`src/rtl/sd_arb_pkg.sv`:
```
// Shared definitions for the SD drive arbiter.
//   arb_state_e  : channel FSM states (IDLE, ISSUE, WAIT_ACK, XFER)
//   arb_op_e     : latched operation of the current owner
//   client_mask  : client index -> one-hot client vector
package sd_arb_pkg;

  localparam int NCLIENT = 2;
  localparam int LBA_W   = 32;
  localparam int BUF_AW  = 9;

  typedef enum logic [1:0] {
    IDLE     = 2'd0,
    ISSUE    = 2'd1,
    WAIT_ACK = 2'd2,
    XFER     = 2'd3
  } arb_state_e;

  typedef enum logic {
    OP_RD = 1'b0,
    OP_WR = 1'b1
  } arb_op_e;

  function automatic logic [NCLIENT-1:0] client_mask(input logic idx);
    client_mask = idx ? 2'b10 : 2'b01;
  endfunction

endpackage

```
`src/rtl/rr_arb2.sv`:
```
// Two-way round-robin grant.
//   req   : request per client
//   last  : client served most recently (loses a tie)
//   gnt   : one-hot grant, all zero when nothing is requested
//   valid : some client is granted
module rr_arb2 (
  input  logic [1:0] req,
  input  logic       last,
  output logic [1:0] gnt,
  output logic       valid
);

  always_comb begin
    gnt = 2'b00;
    case (req)
      2'b01:   gnt = 2'b01;
      2'b10:   gnt = 2'b10;
      2'b11:   gnt = last ? 2'b01 : 2'b10;
      default: gnt = 2'b00;
    endcase
  end

  assign valid = |req;

endmodule

```
`src/rtl/sd_drive_arbiter.sv`:
```
// Shares the single SD emulation channel of the data_io SPI bridge between
// two virtual-drive clients. One client's request is latched and presented
// as sd_lba/sd_rd/sd_wr; the sd_ack window is tracked and buffer strobes and
// data are steered to the owning client only.
//
// Handshake: a client holds c_rd/c_wr (level) until it sees its c_done or
// c_err pulse; both pulses are single-cycle and occur in the owner's last
// busy cycle, so a client dropping its request on that edge is never
// re-granted.
//
// Ports
//   clk_sd, reset_n        : clock, async active-low reset
//   c_rd, c_wr, c_lba      : client requests and {lba1,lba0}
//   c_busy, c_done, c_err  : per-client ownership / completion / abort
//   c_dout, c_dout_strobe  : read data and strobe to owner
//   c_din, c_din_strobe    : {din1,din0} write data and fetch strobe to owner
//   c_buff_addr            : bridge buffer address passthrough
//   sd_*                   : bridge side (data_io)
//   dbg_state              : current FSM state
module sd_drive_arbiter
  import sd_arb_pkg::*;
#(
  parameter int TIMEOUT_W = 24
) (
  input  logic                clk_sd,
  input  logic                reset_n,
  input  logic [NCLIENT-1:0]  c_rd,
  input  logic [NCLIENT-1:0]  c_wr,
  input  logic [2*LBA_W-1:0]  c_lba,
  output logic [NCLIENT-1:0]  c_busy,
  output logic [NCLIENT-1:0]  c_done,
  output logic [NCLIENT-1:0]  c_err,
  output logic [7:0]          c_dout,
  output logic [NCLIENT-1:0]  c_dout_strobe,
  input  logic [15:0]         c_din,
  output logic [NCLIENT-1:0]  c_din_strobe,
  output logic [BUF_AW-1:0]   c_buff_addr,
  output logic [LBA_W-1:0]    sd_lba,
  output logic [NCLIENT-1:0]  sd_rd,
  output logic [NCLIENT-1:0]  sd_wr,
  input  logic                sd_ack,
  input  logic [7:0]          sd_dout,
  input  logic                sd_dout_strobe,
  output logic [7:0]          sd_din,
  input  logic                sd_din_strobe,
  input  logic [BUF_AW-1:0]   sd_buff_addr,
  output logic [1:0]          dbg_state
);

  arb_state_e               state_q, state_d;
  logic                     owner_q, owner_d;
  arb_op_e                  op_q, op_d;
  logic [LBA_W-1:0]         lba_q, lba_d;
  logic [NCLIENT-1:0]       sd_rd_q, sd_rd_d;
  logic [NCLIENT-1:0]       sd_wr_q, sd_wr_d;
  logic [TIMEOUT_W-1:0]     cnt_q, cnt_d;
  logic                     ack_q;
  logic                     last_q, last_d;

  logic [NCLIENT-1:0]       pending;
  logic [NCLIENT-1:0]       gnt;
  logic                     gnt_valid;
  logic                     ack_rise, ack_fall;
  logic                     timeout;
  logic [NCLIENT-1:0]       owner_mask;

  assign pending    = c_rd | c_wr;
  assign ack_rise   = sd_ack & ~ack_q;
  assign ack_fall   = ~sd_ack & ack_q;
  assign owner_mask = client_mask(owner_q);

  // The counter runs 0,1,.. during WAIT_ACK; hitting 2**W-2 marks the
  // (2**W-1)-th wait cycle, which is the last one before aborting.
  assign timeout = (cnt_q == {{(TIMEOUT_W-1){1'b1}}, 1'b0});

  rr_arb2 u_rr (
    .req   (pending),
    .last  (last_q),
    .gnt   (gnt),
    .valid (gnt_valid)
  );

  // State register
  always_ff @(posedge clk_sd or negedge reset_n) begin
    if (!reset_n) begin
      state_q <= IDLE;
    end else begin
      state_q <= state_d;
    end
  end

  // Next-state logic
  always_comb begin
    state_d = state_q;
    case (state_q)
      IDLE:     if (gnt_valid) state_d = ISSUE;
      ISSUE:    state_d = WAIT_ACK;
      // Only a rising edge counts: an ack left high from a previous
      // transfer must not start this one.
      WAIT_ACK: begin
        if (ack_rise)     state_d = XFER;
        else if (timeout) state_d = IDLE;
      end
      XFER:     if (ack_fall) state_d = IDLE;
      default:  state_d = IDLE;
    endcase
  end

  // Datapath next-state
  always_comb begin
    owner_d = owner_q;
    op_d    = op_q;
    lba_d   = lba_q;
    sd_rd_d = sd_rd_q;
    sd_wr_d = sd_wr_q;
    cnt_d   = '0;
    last_d  = last_q;
    case (state_q)
      IDLE: begin
        if (gnt_valid) begin
          owner_d = gnt[1];
          // Read wins over write from the same client; the write stays
          // pending and is granted as a separate request later.
          op_d    = c_rd[gnt[1]] ? OP_RD : OP_WR;
          lba_d   = gnt[0] ? c_lba[LBA_W-1:0] : c_lba[2*LBA_W-1:LBA_W];
        end
      end
      ISSUE: begin
        if (op_q == OP_RD) sd_rd_d = owner_mask;
        else               sd_wr_d = owner_mask;
      end
      WAIT_ACK: begin
        cnt_d = cnt_q + 1'b1;
        if (ack_rise || timeout) begin
          sd_rd_d = '0;
          sd_wr_d = '0;
        end
        if (!ack_rise && timeout) last_d = owner_q;
      end
      XFER: begin
        if (ack_fall) last_d = owner_q;
      end
      default: ;
    endcase
  end

  always_ff @(posedge clk_sd or negedge reset_n) begin
    if (!reset_n) begin
      owner_q <= 1'b0;
      op_q    <= OP_RD;
      lba_q   <= '0;
      sd_rd_q <= '0;
      sd_wr_q <= '0;
      cnt_q   <= '0;
      ack_q   <= 1'b0;
      last_q  <= 1'b1;   // client 0 wins the first tie
    end else begin
      owner_q <= owner_d;
      op_q    <= op_d;
      lba_q   <= lba_d;
      sd_rd_q <= sd_rd_d;
      sd_wr_q <= sd_wr_d;
      cnt_q   <= cnt_d;
      ack_q   <= sd_ack;
      last_q  <= last_d;
    end
  end

  // Output logic
  always_comb begin
    c_busy        = '0;
    c_done        = '0;
    c_err         = '0;
    c_dout        = '0;
    c_dout_strobe = '0;
    c_din_strobe  = '0;
    if (state_q != IDLE) c_busy = owner_mask;
    if (state_q == XFER) begin
      c_dout = sd_dout;
      if (sd_dout_strobe) c_dout_strobe = owner_mask;
      if (sd_din_strobe)  c_din_strobe  = owner_mask;
      if (ack_fall)       c_done        = owner_mask;
    end
    if (state_q == WAIT_ACK && timeout && !ack_rise) c_err = owner_mask;
  end

  assign c_buff_addr = sd_buff_addr;
  assign sd_din      = owner_q ? c_din[15:8] : c_din[7:0];
  assign sd_lba      = lba_q;
  assign sd_rd       = sd_rd_q;
  assign sd_wr       = sd_wr_q;
  assign dbg_state   = state_q;

endmodule

```
`config.mk`:
```
export PLATFORM = sky130hd
export DESIGN_NAME = sd_drive_arbiter
export DESIGN_NICKNAME = d
export VERILOG_FILES = /design/src/rtl/sd_arb_pkg.sv /design/src/rtl/rr_arb2.sv /design/src/rtl/sd_drive_arbiter.sv
export SDC_FILE = /design/constraint.sdc
export NUM_CORES = 1
export LEC_CHECK = 0
export BUFFER_PORTS_ARGS = -buffer_cell sky130_fd_sc_hd__buf_2
export CORE_ASPECT_RATIO = 1.2
export CORE_MARGIN = 2
export CORE_UTILIZATION = 49
export DETAILED_ROUTE_END_ITERATION = 8
export GPL_ROUTABILITY_DRIVEN = 0
export PLACE_DENSITY = 0.9
export SETUP_SLACK_MARGIN = 0.5
export SYNTH_ARGS = -nofsm -noshare
export SYNTH_HDL_FRONTEND = slang
export SYNTH_SLANG_ARGS = --single-unit
export TNS_END_PERCENT = 20
```
`constraint.sdc`:
```
create_clock -name clk_sd -period 3.29 [get_ports clk_sd]
set_input_delay 0.329 -clock clk_sd [delete_from_list [all_inputs] [get_ports clk_sd]]
set_output_delay 0.329 -clock clk_sd [all_outputs]
set_load 0.005 [all_outputs]
```
==> results.json <==
{
  "avgSynthCellArea_sq_um": 9.30,
  "dr.max_layer_used": "met4",
  "area_delta_synth_final_pct": 28.0,
  "wl_per_cell_microns": 15.5,
  "required_ns": 2.96,
  "wl_met3_microns": 632,
  "reg2reg_from": "cnt_q[4]",
  "ios": 179,
  "fin_tns_setup_ns": 0,
  "outcome": "complete, no violations",
  "clock_skew_ns": 0.00990,
  "drt-met1-wl_microns": 3450,
  "grt_max_degree": 67,
  "dieArea_sq_um": 7750,
  "num_rows": 33,
  "layout-drive-gt1-share_pct": 37.5,
  "cts_tree": "built",
  "clockBufferDepth": 2,
  "dr_wl_met2_microns": 4950,
  "die_h_microns": 96.0,
  "antenna_left": 0,
  "cts_inserted_buffers": 9,
  "final_common_cell": "buf_2",
  "grt_pass1_wl_microns": 15300,
  "grt_overflow": 0,
  "root_buffer": "clkbuf_8",
  "coreArea_sq_um": 6850,
  "vdd_drop_max_mv": 0.457,
  "reg2regPathDepth": 4,
  "fp.dieW_microns": 80.7,
  "synth_cells": 372,
  "crit_slowest_cell": "or4_1",
  "io_buffer_count": 160,
  "layout.nets": 625,
  "min_period_over_period_pct": 78.7,
  "crit_fanout": 8,
  "grtUsageTotal_pct": 25.8,
  "finalNonFillerCells": 606,
  "clk_pin_slew_worst_paths_ns": 0.07,
  "yosys.area.top_type": "dfrtp_1",
  "holdBufCountCts": 0,
  "dp_cells": 589,
  "htree_levels": 3,
  "grt_pass1_vias": 3187,
  "rsz0062_at_grt": "false",
  "drt-pass1-iter-count": 5,
  "dpl.hpwl_microns": 7000,
  "min_period_ns": 2.59,
  "p_leak_nw": 2.15,
  "postLayoutCoreUtil_pct": 64.6,
  "r2r-end": "last_q",
  "critPathCaptureType": "output pin",
  "ys.flop_type": "dfrtp_1",
  "dr.first_iter.drc_count": 206,
  "crit_type": "reg -> out",
  "clk_latency_ns": 0.34,
  "synth_edf_count": 0,
  "antenna_found_initial": 1,
  "drc": 0,
  "vias_per_cell": 5.61,
  "postCtsSetupRepairBufs": 0,
  "cpPeakStageDelay_ns": 0.68,
  "ys_seq_area_share_pct": 47.8,
  "async_flop_share_pct": 100,
  "syn_nets": 484,
  "relSlewSlack_pct": 30.1,
  "clock-sinks": 66,
  "powerDensity_nw_per_um2": 752,
  "ctsResizeCount": 0,
  "synth_top_area_share_pct": 47.0,
  "layout_common_cells": "buf_2 (160), dfrtp_1 (65), nand2_1 (45)",
  "finalSetupViolations": 0,
  "synth_seq_cells": 66,
  "fmax_mhz": 386,
  "synth_area_leaders": "dfrtp_1 (47%), o21ai_0 (5.8%), o22ai_1 (5.8%)",
  "max_cap_viol_count": 0,
  "drt-total-wl_microns": 9390,
  "hold_violations": 0,
  "finalMaxSlewViolations": 0,
  "netlist_area_sq_um": 3460,
  "floorplan.initialDensity_pct": 50.5,
  "cp-start-kind": "flop",
  "synth.distinct_cells": 46,
  "via_count": 3397,
  "hp-class": "in -> async",
  "path_cells": "nand4_2, or4_1, nor4_1, buf_2",
  "fill_cells": 553,
  "rrSetupSlack_ns": 1.04,
  "tightest_slew_ns": 1.05,
  "yosys_warnings": 0,
  "critical_path_arrival_ns": 2.26
}
==> synth_stat cells (2+ instances only) <==
cell type	instances
and3_1	4
xnor2_1	3
and4_1	5
buf_1	2
o22ai_1	32
xor2_1	10
nand2_1	45
a22oi_1	2
and2_1	11
or4_1	5
a21bo_2	2
nand2b_1	3
o21ai_0	40
o211ai_1	3
inv_1	7
a21oi_1	12
dfrtp_1	65
nand3b_1	2
nand4_1	9
nor3_1	2
o31ai_1	5
mux2_2	8
nor4_1	5
clkbuf_1	19
nor2_1	23
a22o_1	2
buf_4	10
nand3_1	8
or3_1	5
ha_1	6
mux2i_1	2
==> worst max-delay path by stage <==
stage,from,end,slack [ns],cells after the start
final,cnt_q[4],c_err[1],0.70,4
after global routing,cnt_q[4],c_err[1],0.52,4
after CTS,cnt_q[4],c_err[1],0.74,4
after detailed placement,cnt_q[4],last_q,1.07,4
after global placement,cnt_q[4],last_q,1.21,4
after floorplan,cnt_q[4],last_q,1.31,6
==> critical path: cells and delay by family (launching register included) <==
family | cells | cell delay, ns
DFF | 1 | 0.53
buffers and inverters | 1 | 0.17
and+or+nand+nor | 3 | 1.21
==> registers in the layout, indices dropped and copies added (netlist names) <==
| name | flops |
|---|---|
| owner_q | 1 |
| ack_q | 1 |
| last_q | 1 |
| sd_lba | 32 |
| sd_wr | 2 |
| op_q | 1 |
| dbg_state | 2 |
| sd_rd | 2 |
| cnt_q | 24 |
==> cell type report <==
| class | instances | area [sq um] | area share, % |
|---|---|---|---|
| inverters | 8 | 30.0 | 0.678 |
| flip-flops and latches | 66 | 1650 | 37.3 |
| well taps | 87 | 109 | 2.46 |
| diodes | 1 | 2.50 | 0.0565 |
| clock inverters | 6 | 67.6 | 1.53 |
| repair buffers | 162 | 816 | 18.4 |
| clock buffers | 10 | 128 | 2.88 |
| multi-input cells | 266 | 1620 | 36.6 |
==> report_power, final <==
part | internal (W) | total [W] | switching [W]
Sequential | 0.00109 | 0.00129 | 0.000199
Clock | 0.000351 | 0.000668 | 0.000317
Combinational | 0.000605 | 0.00137 | 0.000768
Total | 0.00204 | 0.00333 | 0.00128
==> metrics by stage <==
step / setup slack (ns) / cell area (sq um) / power, W / hold WS [ns]
final: 0.702 / 4430 / 0.00333 / 0.101
after global routing: 0.521 / 4430 / 0.00359 / 0.153
after CTS: 0.742 / 4430 / 0.00335 / 0.123
after detailed placement: 1.07 / 4230 / 0.00268 / 0.465
after global placement: 1.21 / 4230 / 0.00260 / 0.459
after floorplan: 1.31 / 3460 / 0.00212 / 0.0334
==> metal layers <==
metal,GRT usage [%],vias to the layer above
li1,-,1629
met1,29.0,1570
met2,45.0,165
met3,4.97,33
met4,15.7,0
met5,0,-
==> cell families after synthesis <==
kind of cell | count (synthesis) | share of synthesized area (%)
simple gates | 132 | 19.5
compound gates | 104 | 18.3
flops | 66 | 47.8
buf+inv | 40 | 5.46
xor+xnor | 13 | 3.29
mux | 11 | 3.51
fa+ha+maj | 6 | 2.17
(Power assumes the default switching activity.)
